===== src/rtl/display_pkg.sv =====
// Shared constants and FSM state type for the digit scanner and its BCD engine.
package display_pkg;

    localparam logic signed [4:0] DIG_BLANK = 5'sd15;
    localparam logic signed [4:0] DIG_DASH  = -5'sd1;
    localparam int unsigned       MAX_VAL   = 9999;

    localparam int BIN_W = 14;
    localparam int BCD_W = 16;
    localparam int ITERS = 14;

    typedef enum logic [1:0] {
        IDLE,
        CONV,
        COMMIT
    } state_t;

endpackage


===== src/rtl/bin_to_bcd.sv =====
// Sequential double-dabble converter: one adjust-and-shift iteration per clock.
// done is high during the final iteration; bcd_out is valid after that edge.
module bin_to_bcd
    import display_pkg::*;
(
    input  logic             clk,
    input  logic             rst,
    input  logic             start,
    input  logic [BIN_W-1:0] bin_in,
    output logic             busy,
    output logic             done,
    output logic [BCD_W-1:0] bcd_out
);

    localparam int SH_W = BCD_W + BIN_W;

    logic [SH_W-1:0] sh_q, sh_d;
    logic [3:0]      cnt_q, cnt_d;
    logic            busy_q, busy_d;

    function automatic logic [SH_W-1:0] add3(input logic [SH_W-1:0] s);
        logic [SH_W-1:0] r;
        r = s;
        for (int k = 0; k < 4; k++) begin
            if (r[BIN_W+4*k +: 4] >= 4'd5) begin
                r[BIN_W+4*k +: 4] = r[BIN_W+4*k +: 4] + 4'd3;
            end
        end
        return r;
    endfunction

    always_comb begin
        logic [SH_W-1:0] adj;
        sh_d   = sh_q;
        cnt_d  = cnt_q;
        busy_d = busy_q;
        adj    = add3(sh_q);
        if (start && !busy_q) begin
            sh_d   = {{BCD_W{1'b0}}, bin_in};
            cnt_d  = 4'd0;
            busy_d = 1'b1;
        end else if (busy_q) begin
            sh_d  = {adj[SH_W-2:0], 1'b0};
            cnt_d = cnt_q + 4'd1;
            if (cnt_q == 4'(ITERS - 1)) begin
                busy_d = 1'b0;
            end
        end
    end

    always_ff @(posedge clk or posedge rst) begin
        if (rst) begin
            sh_q   <= '0;
            cnt_q  <= 4'd0;
            busy_q <= 1'b0;
        end else begin
            sh_q   <= sh_d;
            cnt_q  <= cnt_d;
            busy_q <= busy_d;
        end
    end

    assign busy    = busy_q;
    assign done    = busy_q && (cnt_q == 4'(ITERS - 1));
    assign bcd_out = sh_q[SH_W-1:BIN_W];

endmodule


===== src/rtl/display_digit_scanner.sv =====
// Accepts a 14-bit value, converts it to BCD and scans four digit codes onto a
// common-anode display. Define LEADING_ZERO_BLANK_EN to blank leading zeros.
module display_digit_scanner
    import display_pkg::*;
#(
    parameter int SCAN_DIV = 50000
) (
    input  logic              clk,
    input  logic              rst,
    input  logic [13:0]       val_in,
    input  logic              val_valid,
    output logic              val_ready,
    output logic signed [4:0] dig_code,
    output logic [3:0]        dig_an
);

    localparam int PRE_W = $clog2(SCAN_DIV);

    // val_valid/val_ready: a value transfers on any clock edge where both are
    // high; upstream holds val_valid and val_in stable until that edge.
    state_t            state_q, state_d;
    logic              ready_q, ready_d;
    logic              ovf_q, ovf_d;
    logic signed [4:0] disp_q [4];
    logic signed [4:0] disp_d [4];
    logic signed [4:0] new_dig [4];
    logic [PRE_W-1:0]  pre_q, pre_d;
    logic [1:0]        idx_q, idx_d;
    logic signed [4:0] code_q, code_d;
    logic [3:0]        an_q, an_d;

    logic              accept;
    logic              bcd_busy, bcd_done;
    logic [BCD_W-1:0]  bcd;

    assign accept = val_valid && ready_q;

    bin_to_bcd u_bin_to_bcd (
        .clk     (clk),
        .rst     (rst),
        .start   (accept && !bcd_busy),
        .bin_in  (val_in),
        .busy    (bcd_busy),
        .done    (bcd_done),
        .bcd_out (bcd)
    );

    always_comb begin
        for (int i = 0; i < 4; i++) begin
            new_dig[i] = {1'b0, bcd[4*i +: 4]};
        end
`ifdef LEADING_ZERO_BLANK_EN
        if (bcd[15:12] == 4'd0) new_dig[3] = DIG_BLANK;
        if (bcd[15:8]  == 8'd0) new_dig[2] = DIG_BLANK;
        if (bcd[15:4]  == 12'd0) new_dig[1] = DIG_BLANK;
`endif
        if (ovf_q) begin
            for (int i = 0; i < 4; i++) begin
                new_dig[i] = DIG_DASH;
            end
        end
    end

    always_comb begin
        state_d = state_q;
        ovf_d   = ovf_q;
        disp_d  = disp_q;
        case (state_q)
            IDLE: begin
                if (accept) begin
                    state_d = CONV;
                    ovf_d   = ({18'd0, val_in} > MAX_VAL);
                end
            end
            CONV: begin
                if (bcd_done) state_d = COMMIT;
            end
            COMMIT: begin
                disp_d  = new_dig;
                state_d = IDLE;
            end
            default: state_d = IDLE;
        endcase
        ready_d = (state_d == IDLE);

        pre_d = pre_q + PRE_W'(1);
        idx_d = idx_q;
        if (pre_q == PRE_W'(SCAN_DIV - 1)) begin
            pre_d = '0;
            idx_d = idx_q + 2'd1;
        end
        // Code and anode come from next-cycle index and data so they never disagree.
        code_d = disp_d[idx_d];
        an_d   = ~(4'b0001 << idx_d);
    end

    always_ff @(posedge clk or posedge rst) begin
        if (rst) begin
            state_q <= IDLE;
            ready_q <= 1'b0;
            ovf_q   <= 1'b0;
            for (int i = 0; i < 4; i++) begin
                disp_q[i] <= DIG_BLANK;
            end
            pre_q  <= '0;
            idx_q  <= 2'd0;
            code_q <= DIG_BLANK;
            an_q   <= 4'b1110;
        end else begin
            state_q <= state_d;
            ready_q <= ready_d;
            ovf_q   <= ovf_d;
            disp_q  <= disp_d;
            pre_q   <= pre_d;
            idx_q   <= idx_d;
            code_q  <= code_d;
            an_q    <= an_d;
        end
    end

    assign val_ready = ready_q;
    assign dig_code  = code_q;
    assign dig_an    = an_q;

endmodule


===== config.mk =====
export PLATFORM = sky130hd
export DESIGN_NAME = display_digit_scanner
export DESIGN_NICKNAME = d
export VERILOG_FILES = /design/src/rtl/display_pkg.sv /design/src/rtl/bin_to_bcd.sv /design/src/rtl/display_digit_scanner.sv
export SDC_FILE = /design/constraint.sdc
export NUM_CORES = 1
export LEC_CHECK = 0
export ABC_AREA = 1
export CORE_MARGIN = 1.5
export CORE_UTILIZATION = 55
export CTS_CLUSTER_SIZE = 30
export DETAILED_ROUTE_END_ITERATION = 12
export PLACE_DENSITY = 0.75
export SLEW_MARGIN = 0
export SYNTH_ARGS = -nofsm -noshare
export SYNTH_HDL_FRONTEND = slang
export SYNTH_SLANG_ARGS = --single-unit

===== constraint.sdc =====
create_clock -name clk -period 3.52 [get_ports clk]
set_input_delay 0.704 -clock clk [delete_from_list [all_inputs] [get_ports clk]]
set_output_delay 0.704 -clock clk [all_outputs]
set_load 0.03 [all_outputs]

==> out/qor.txt <==
cts repair resizes: 0
DR WL/cell: 12.2 um
leakage: 0.00235 uW
Die Width: 90.7 um
dominant cell type by area after synthesis: dfrtp_1
crit-path cells: clkdlybuf4s50_1
Worst Skew: 0.0106 ns
Arr. time, crit path: 1.52 ns
routed via count: 3,257
detailed placement HPWL: 5540 um
design area: 4750 sq um
delay-heaviest family, CP: buffers and inverters
core area: 7370 sq um
ys flop type: dfrtp_1
switch share: 21.0%
Sink Count: 86
worst-margin pin slew: 0.685 ns
total iterations of the first detailed-routing run: 5
cell area after placement: 4580 sq um
RSZ-0062 raised after global routing: false
worst-case vdd ir drop: 0.000172 V
final antenna-violating net count: 0
post-synthesis instance total: 503
Post-synth ARST share: 100%
max incr delay on CP: 0.65 ns
Die ar.: 8230 sq um
cell area after synthesis: 4230 sq um
Clock Latency Late Sink: 0.35 ns
max-cap viol count: 0
Worst path slowest cell: clkdlybuf4s50_1
final worst-path cycle share: 63.2%
pin count of the biggest net entering global routing: 38
# diodes: 0
row cnt: 31
placer congestion estimate: 0.820
Post-Syn Nets: 531
PD cells: 342 nW/um^2
deepest clock path buffer count: 2
sw power: 342 uW
setup ws final: 1.30 ns
first-pass GRT wire length: 13,200 um
Synth Area per Inst: 8.42 sq um
Hold Fails Final Rpt: 0
relative slew slack: 54.2%
final wirelength: 7750 um
Critical Path RT: 2.82 ns
Initial Util: 57.5%
Area Overhead vs Synth: 12.1%
multi-input logic area: 1640 sq um
Avg Vias per Cell: 5.13
placed instance count: 619
CTS tree: done
Post-synth EDFFs: 0
Period minus WS final: 2.22 ns
vias in the first global route: 2,996
most common cell after layout, fill and taps aside: nand2_1
worst-path fanout max: 1
Setup crit start kind: register
area occupied by registers: 2180 sq um
commonest non-fill, non-tap cells in the layout: nand2_1 (97), inv_1 (87), dfrtp_1 (63)
outcome: finished clean
Post-Layout Cell Count: 635
setup tns final: 0 ns
Final Setup Violations: 0
clock-pin slew on the worst setup and hold paths: 0.08 ns
Placement Setup Slack: 1.29 ns
layout net count: 559
starting DRC count in detailed routing: 192
initial antenna violation count: 0
hold-fix buffers at CTS: 0
post-synthesis cell type count: 31
CP endpoint kind: primary output
Power Internal: 1280 uW
Remaining DRCs: 0
Max H-tree Level: 3
sequential power share: 60.9%
Fmax: 0.450 GHz
Slew Viols, Final: 0
Logic pwr share: 2.5%
Tightest Hold Check Type: reg2reg
Setup Fix Bufs, Post-CTS: 0
Ports: 27
synth warn: 0
Root Buffer: clkbuf_8
CP Class: reg2out
post-synthesis sequential area ratio: 51.5%
Total GRT Usage: 19.9%
Bufs and invs on worst path: 1
Buffers on Ports: 26
#FFs+latches synth: 86
total power: 1620 uW
fill count: 618
GRT overflow: 0
synth top area cells: dfrtp_1 (37%), dfstp_2 (14%), nand2_1 (8.6%)
clock share of power: 36.6%
Die Y: 90.7 um
total CTS buffers: 9
share of layout cells above drive strength 1: 11.0%
share of the synthesized area in the top cell type: 37.2%
## cells in the mapped netlist (5+ instances only)
| cell | n |
|---|---|
| buf_2 | 7 |
| o21ai_0 | 48 |
| clkbuf_1 | 5 |
| o21a_1 | 16 |
| xor2_1 | 11 |
| nor2_1 | 33 |
| nand3_1 | 46 |
| inv_1 | 88 |
| ha_1 | 11 |
| nand4_1 | 5 |
| a21oi_1 | 13 |
| dfrtp_1 | 63 |
| nand2_1 | 97 |
| dfstp_2 | 23 |
## path summary, 6_finish.rpt
check / from / end / slack, ns / depth (start not counted)
max in group asynchronous: rst / disp_q[11] / 2.02 / 3
max: dig_an[1] / dig_an[1] / 1.30 / 1
max reg2reg: pre_q[0] / dig_code[3] / 1.61 / 9
min: idx_q[1] / dig_an[3] / 0.44 / 1
min in group asynchronous: rst / u_bin_to_bcd.busy / 0.72 / 2
min reg2reg: idx_q[1] / dig_an[3] / 0.44 / 1
## routing by layer
metal	part of all wire (%)	vias up	global-route usage, %
met1	49	1540	27.6
met2	47	59	31.0
li1	-	1644	-
met5	0	-	0
met4	2.0	0	9.92
met3	2.6	14	2.53
## cell families after synthesis
group | after synthesis | synth area share [%]
fa+ha+maj | 11 | 3.25
simple gates | 200 | 20.9
compound gates | 88 | 11.7
flops | 86 | 51.5
xor+xnor | 14 | 2.90
buf+inv | 104 | 9.69
## state kept, by name (all words and copies together), names as in the netlist
signal,cells
u_bin_to_bcd.sh_q,30
disp_q,20
pre_q,16
dig_code,5
dig_an,4
u_bin_to_bcd.cnt_q,4
idx_q,2
state_q,2
ovf_q,1
u_bin_to_bcd.busy,1
val_ready,1
## cell type report
cell class | instances | share of cell area [%]
clock inverters | 2 | 0.211
inverters | 90 | 7.14
flip-flops and latches | 86 | 45.9
multi-input cells | 313 | 34.6
repair buffers | 31 | 6.27
clock buffers | 14 | 3.22
well taps | 99 | 2.61
## power by group through the flow
stage | sequential [uW] | clock [uW] | combinational [uW]
3_3_place_gp | 1010 | 0 | 42.6
6_report | 989 | 593 | 41.1
2_1_floorplan | 1010 | 0 | 15.6
5_1_grt | 989 | 650 | 46.7
4_1_cts | 989 | 610 | 43.0
3_5_place_dp | 1010 | 0 | 43.0
## through the flow
step	hold slack (ns)	utilization, %
after global placement	0.437	62.2
after global routing	0.478	64.4
after detailed placement	0.437	62.2
after CTS	0.446	64.4
after floorplan	0.416	-
final	0.443	64.4
Note: power is estimated with default switching activity, not from simulation.
